==> src/rtl/spi_xfer_arbiter.sv <==
// spi_xfer_arbiter: round-robin owner of one shared SPI master core.
// A grant is held for a whole burst; bursts are separated by an idle gap.
module spi_xfer_arbiter #(
    parameter int NREQ    = 4,
    parameter int DW      = 16,
    parameter int GAP_CYC = 4,
    parameter int TIMEOUT = 1024
) (
    input  logic               io_apb_PCLK,
    input  logic               io_apb_PRESET,
    input  logic [NREQ-1:0]    req_valid,
    input  logic [NREQ*DW-1:0] req_data,
    input  logic [NREQ-1:0]    req_last,
    output logic [NREQ-1:0]    req_ready,
    output logic [NREQ-1:0]    rsp_valid,
    output logic [DW-1:0]      rsp_data,
    output logic [NREQ-1:0]    rsp_err,
    output logic               spi_tx_valid,
    output logic [DW-1:0]      spi_tx_data,
    input  logic               spi_tx_ready,
    input  logic               spi_rx_valid,
    input  logic [DW-1:0]      spi_rx_data,
    output logic [NREQ-1:0]    cs_sel,
    output logic               busy
);
    localparam int PW = $clog2(NREQ);
    localparam int TW = (TIMEOUT > 0) ? $clog2(TIMEOUT + 1) : 1;
    localparam int GW = $clog2(GAP_CYC + 1);
    localparam logic [TW-1:0] TO_LAST  = TW'((TIMEOUT > 0) ? TIMEOUT - 1 : 0);
    localparam logic [GW-1:0] GAP_LAST = GW'(GAP_CYC - 1);

    typedef enum logic [1:0] {IDLE, SEND, WAIT_RX, GAP} state_t;

    state_t          state_q, state_d;
    logic [PW-1:0]   grant_q, grant_d;
    logic [PW-1:0]   rr_ptr_q, rr_ptr_d;
    logic            last_q, last_d;
    logic [TW-1:0]   to_cnt_q, to_cnt_d;
    logic [GW-1:0]   gap_cnt_q, gap_cnt_d;
    logic [NREQ-1:0] rsp_valid_q, rsp_valid_d;
    logic [NREQ-1:0] rsp_err_q, rsp_err_d;
    logic [DW-1:0]   rsp_data_q, rsp_data_d;
    logic [NREQ-1:0] grant_oh;
    logic [PW-1:0]   pick;
    logic            pick_ok;

    // First requesting index strictly after rr_ptr, wrapping around.
    always_comb begin
        pick    = '0;
        pick_ok = 1'b0;
        for (int i = 1; i <= NREQ; i++) begin
            if (!pick_ok && req_valid[(int'(rr_ptr_q) + i) % NREQ]) begin
                pick    = PW'((int'(rr_ptr_q) + i) % NREQ);
                pick_ok = 1'b1;
            end
        end
    end

    assign grant_oh = NREQ'(1) << grant_q;

    always_comb begin
        state_d      = state_q;
        grant_d      = grant_q;
        rr_ptr_d     = rr_ptr_q;
        last_d       = last_q;
        to_cnt_d     = '0;
        gap_cnt_d    = '0;
        rsp_valid_d  = '0;
        rsp_err_d    = '0;
        rsp_data_d   = rsp_data_q;
        spi_tx_valid = 1'b0;
        spi_tx_data  = '0;
        req_ready    = '0;
        cs_sel       = '0;
        unique case (state_q)
            IDLE: begin
                if (pick_ok) begin
                    grant_d = pick;
                    state_d = SEND;
                end
            end
            SEND: begin
                cs_sel       = grant_oh;
                spi_tx_valid = req_valid[grant_q];
                spi_tx_data  = req_data[grant_q*DW +: DW];
                req_ready    = grant_oh & {NREQ{spi_tx_ready}};
                if (spi_tx_valid && spi_tx_ready) begin
                    last_d  = req_last[grant_q];
                    state_d = WAIT_RX;
                end
            end
            WAIT_RX: begin
                cs_sel   = grant_oh;
                to_cnt_d = to_cnt_q + 1'b1;
                // A frame arriving on the final cycle still counts as success.
                if (spi_rx_valid) begin
                    rsp_valid_d = grant_oh;
                    rsp_data_d  = spi_rx_data;
                    state_d     = last_q ? GAP : SEND;
                end else if (TIMEOUT != 0 && to_cnt_q == TO_LAST) begin
                    rsp_err_d = grant_oh;
                    state_d   = GAP;
                end
            end
            GAP: begin
                rr_ptr_d  = grant_q;
                gap_cnt_d = gap_cnt_q + 1'b1;
                if (gap_cnt_q == GAP_LAST) state_d = IDLE;
            end
            default: state_d = IDLE;
        endcase
    end

    always_ff @(posedge io_apb_PCLK or posedge io_apb_PRESET) begin
        if (io_apb_PRESET) begin
            state_q     <= IDLE;
            grant_q     <= '0;
            rr_ptr_q    <= PW'(NREQ - 1);
            last_q      <= 1'b0;
            to_cnt_q    <= '0;
            gap_cnt_q   <= '0;
            rsp_valid_q <= '0;
            rsp_err_q   <= '0;
            rsp_data_q  <= '0;
        end else begin
            state_q     <= state_d;
            grant_q     <= grant_d;
            rr_ptr_q    <= rr_ptr_d;
            last_q      <= last_d;
            to_cnt_q    <= to_cnt_d;
            gap_cnt_q   <= gap_cnt_d;
            rsp_valid_q <= rsp_valid_d;
            rsp_err_q   <= rsp_err_d;
            rsp_data_q  <= rsp_data_d;
        end
    end

    assign rsp_valid = rsp_valid_q;
    assign rsp_err   = rsp_err_q;
    assign rsp_data  = rsp_data_q;
    assign busy      = (state_q != IDLE);

endmodule

==> config.mk <==
export PLATFORM = sky130hd
export DESIGN_NAME = spi_xfer_arbiter
export DESIGN_NICKNAME = d
export VERILOG_FILES = /design/src/rtl/spi_xfer_arbiter.sv
export SDC_FILE = /design/constraint.sdc
export NUM_CORES = 1
export LEC_CHECK = 0
export ABC_AREA = 0
export ABC_CLOCK_PERIOD_IN_PS = 3350
export BUFFER_PORTS_ARGS = -buffer_cell sky130_fd_sc_hd__buf_2
export CAP_MARGIN = 5
export CORE_ASPECT_RATIO = 1.5
export CORE_MARGIN = 3
export CORE_UTILIZATION = 40
export DETAILED_ROUTE_END_ITERATION = 6
export HOLD_SLACK_MARGIN = 0.06
export PLACE_DENSITY_LB_ADDON = 0.3
export SLEW_MARGIN = 20
export SYNTH_ARGS = -nofsm -noshare
export SYNTH_HDL_FRONTEND = slang
export SYNTH_SLANG_ARGS = --single-unit
export TNS_END_PERCENT = 10
==> constraint.sdc <==
create_clock -name io_apb_PCLK -period 3.35 [get_ports io_apb_PCLK]
set_input_delay 0.1675 -clock io_apb_PCLK [delete_from_list [all_inputs] [get_ports io_apb_PCLK]]
set_output_delay 0.1675 -clock io_apb_PCLK [all_outputs]
set_load 0.02 [all_outputs]
After elaboration in Yosys (flattened, before gate mapping)
Cells that the tools add are included.
{ "word_totals": {"reg_bits": 45, "input_bits": 92, "out_inout_bits": 50} }
{ "classes": {"reduce_logical": 18, "add_sub_neg": 6, "n_eq_ne": 9, "n_shift": 2, "bitwise_logic": 5, "n_mux": 42, "order_cmp": 5} }
{ "ops": {"columns": ["op", "count"], "rows": [
  ["$shiftx 64x7->16", 1],
  ["$mux 4", 7],
  ["$mux 2", 10],
  ["$lt 3x4->1 const B", 4],
  ["$mux 16", 1],
  ["$mux 1", 15],
  ["$bmux 1 s2", 6],
  ["$add 11x1->11 const B", 1],
  ["$eq 11x10->1 const B", 1],
  ["$mux 11", 1],
  ["$reduce_or 2->1", 5],
  ["$pmux 2 s4", 1],
  ["$ne 2x2->1 const B", 3],
  ["$reduce_and 2->1", 3],
  ["$add 2x1->2 const B", 2],
  ["$add 2x2->2 const B", 2],
  ["$and 1x1->1 const A", 4],
  ["$and 4x4->4", 1],
  ["$eq 2x2->1 const B", 2],
  ["$logic_and 1x1->1", 4],
  ["$reduce_and 4->1", 1],
  ["$shl 1x2->4 const A", 1],
  ["$add 3x1->3 const B", 1],
  ["$eq 3x2->1 const B", 1],
  ["other kinds (7)", 9]
]} }

Depth between registers and ports, before layout
{ "logic_depth": {"ltp_word": 18, "mapped_depth": 6} }

Least setup slack after synthesis
No wires, ideal clock.
{ "synth_timing": {"path_type": "register to output", "startpoint": "register grant_q[0]", "endpoint": "output port spi_tx_data[10]", "path_buffers": 2, "path_stages_with_launch": 5, "required_time_ns": 3.182, "slack_ns": 1.687, "t_arrival_ns": 1.496, "path_cell_list": "dfrtp_1 -> buf_6 -> buf_2 -> mux4_2 -> and2_1"} }
{ "synth_between": {"elab_chain_cells": 2} }
{ "synth_rtl": {"columns": ["element", "line_no", "source"], "rows": [
  ["start: declaration", "35", "logic [PW-1:0] grant_q, grant_d;"],
  ["start signal: assignment", "127", "grant_q <= grant_d;"],
  ["$shiftx 64x7->16", "85", "spi_tx_data = req_data[grant_q*DW +: DW];"],
  ["$mux 16", "75", "unique case (state_q)"],
  ["end: declaration", "19", "output logic [DW-1:0] spi_tx_data,"]
]} }
Every way passes these cells.

Worst setup path after layout
{ "layout_timing": {"startpoint": "register grant_q[0]", "endpoint": "output port spi_tx_data[1]"} }
Same word-level chain as after synthesis.

==> impl_metrics.toml <==
[synthesis]
ys_seq_elements = 45
syn-num-nets = 315
synthCells = 216
synthDistinctLibCells = 38
yosysWarnings = 0
netlist_top_cells_area = "dfrtp_1, mux4_2, mux2_2"
yosysTopAreaCellShare_pct = 42.4
postSynthAreaPerCell_um2 = 11.7
syn_area_um2 = 2540
yosysSeqAreaShare_pct = 44.5
yosysTopAreaCell = "dfrtp_1"

[drt]
dr.max_layer_used = "met4"
drt-initial-drc-count = 45
wl_per_cell_um = 15.1
vias_per_cell = 5.20
drtPass1Iterations = 4
via_count = 2230
met1_length_mm = 2.32
wl_met3_um = 704
wl_met2_mm = 3.33
postRouteAntennaNets = 0
remaining_drc_errors = 0
routed_wl_mm = 6.46

[pwr]
powerDensity_nw_per_um2 = 787
p_clk_share_pct = 14.5
p_switching_w = 0.00110
ir_worst_vdd_uv = 652
totalPowerFinal_w = 0.00269
sw_frac_of_total_pct = 41.0
combinationalPowerShare_pct = 55.2
p_int_w = 0.00159
power.share.sequential_pct = 30.3
total_leakage_power_nw = 1.72

[grt]
grt_pass1_wl_mm = 10.4
grt_max_degree = 46
grt-ovfl-total = 0
grt_pass1_vias = 2244
grt.total_usage_pct = 17.4
antenna_found_initial = 0

[sta]
hold_slack_ps = 104
max_freq_mhz = 436
finClkSkew_ps = 3.75
rsz0062_at_grt = "false"
fin_crit_ps = 2290
post-route-period-util_pct = 68.4
finalHoldViolations = 0
finalSetupViolCount = 0
fin_setup_tns_ps = 0
worst_pin_slew_ps = 773
relSlewSlack_pct = 48.3
slew_violations = 0
setup_ws_ps = 1060

[die]
die_y_um = 104
die_area_um2 = 7350
ioPinCount = 142
num_rows = 34
start_util_pct = 42.6
coreArea_um2 = 5960
die_x_um = 71.0

[cells_and_area]
nets = 456
area_growth_pct = 34.7
mostFrequentLayoutCell = "buf_2"
n_antenna_cell = 0
final_cell_mix = "buf_2, dfrtp_1, nor2_1"
drive_gt1_share_pct = 52.1

[run]
maxCapViolCount = 0

[placed_design]
gp_congestion = 0.765
place_ws_ps = 1320
dp.final_hpwl_mm = 5.26
portBuffers = 141

[clock_tree]
clk-insertion-delay-late_ps = 290
cts-buffers-inserted = 5
root_buffer = "clkbuf_8"
post_cts_resized = 0
cts_tree = "done"
cts_sinks = 45
clk_pin_slew_ps = 80
clk_path_buf_depth = 2
htreeDepth = 2

[critical_path]
r2r_start = "grant_q[0]"
path_class = "flop to output port"
critPathMaxFanout = 17
worstPathArrival_ps = 2120
reg2reg_slack_ps = 1430
rr_worst_depth = 3
worstReg2RegEnd = "last_q"
start_kind = "flop"
cp-end-kind = "output port"
required_ps = 3180

[worst_hold_path]
whs_path_depth = 2
hp-start = "spi_rx_data[14]"
hold_class = "primary input to flop"
holdPathEnd = "rsp_data[14]"

[run_status]
status = "finished, final reports clean"
-- layout make-up --
class                           count  area, um^2
Multi-Input combinational cell    148        1310
Tap cell                           72        90.1
Fill cell                         522        2540
Sequential cell                    45        1130
Clock inverter                      2        35.0
Inverter                           12        45.0
Clock buffer                        5        68.8
Timing Repair Buffer              145         738
-- sequential cells by signal, indices dropped and copies added, names as in the netlist --
signal,cells
rsp_valid,4
last_q,1
gap_cnt_q,3
grant_q,2
rsp_data,16
state_q,2
rsp_err,4
to_cnt_q,11
rr_ptr_q,2
-- synth_stat cells --
master	number
a21boi_2	1
a21o_1	1
a21oi_1	2
a221oi_1	2
a31o_1	1
a31oi_1	1
and2_1	19
buf_1	1
buf_2	3
buf_6	1
clkbuf_1	6
dfrtp_1	43
dfstp_2	2
ha_1	7
inv_1	12
mux2_2	18
mux2i_1	1
mux4_1	4
mux4_2	14
nand2_1	10
nand2b_1	4
nand3_1	5
nand4_1	1
nor2_1	23
nor2b_1	5
nor3_1	8
nor4_1	2
o21a_1	1
o21ai_0	3
o21ai_1	1
o221ai_1	1
o22a_1	1
o22ai_1	1
o41a_1	1
or3_1	1
or4_1	1
xnor2_1	6
xor2_1	2
-- kinds of logic (layout without fill, tap and decap cells) --
kind of cell | count (synthesis) | in the layout | synth area share [%]
AND/OR/NAND/NOR | 79 | 79 | 15.6
flip-flops | 45 | 45 | 44.5
multiplexers | 37 | 37 | 25.0
buffers and inverters | 23 | 164 | 3.85
AO/OA/AOI/OAI | 17 | 17 | 4.88
XOR/XNOR | 8 | 8 | 2.76
adder cells (fa/ha/maj) | 7 | 7 | 3.45
-- metrics by stage --
stage               cell area [um^2]  util, %  cells
finish                          3420     57.4    429
global route                    3420     57.4    429
CTS                             3420     57.4    429
detailed placement              3300     55.5    421
global placement                3300     55.5    421
floorplan                       2540        -    216
-- what timing repair did --
| action | CTS | global route |
|---|---|---|
| setup endpoints to repair | 0 | 0 |
| hold buffers | 1 | 0 |
| endpoints found under the hold margin | 43 | 0 |
| setup buffers | 0 | 0 |
-- routing by layer --
| layer | up-vias | GRT usage [%] |
|---|---|---|
| met5 | - | 0 |
| met4 | 0 | 5.51 |
| met3 | 8 | 4.75 |
| met2 | 132 | 32.0 |
| met1 | 1042 | 18.7 |
| li1 | 1048 | - |
-- power groups by stage --
stage               logic (W)  clock network, W  registers (W)
CTS                   0.00151          0.000406       0.000814
global placement      0.00148                 0       0.000812
global route          0.00160          0.000423       0.000838
detailed placement    0.00151                 0       0.000824
finish                0.00148          0.000390       0.000814
floorplan            0.000968                 0       0.000925
-- worst max-delay path: stages (launching register included) --
cell,delay (ps)
dfrtp_1,560
buf_4,370
mux4_1,580
and2_1,170
buf_2,150
-- how the worst max path moves through the flow --
stage	from	end	slack, ps
global route	grant_q[0]	spi_tx_data[2]	910
finish	grant_q[0]	spi_tx_data[1]	1060
CTS	grant_q[0]	spi_tx_data[1]	1010
global placement	grant_q[0]	spi_tx_data[2]	1400
detailed placement	grant_q[0]	spi_tx_data[15]	1320
floorplan	grant_q[0]	spi_tx_data[10]	1690
(Power assumes the default switching activity.)
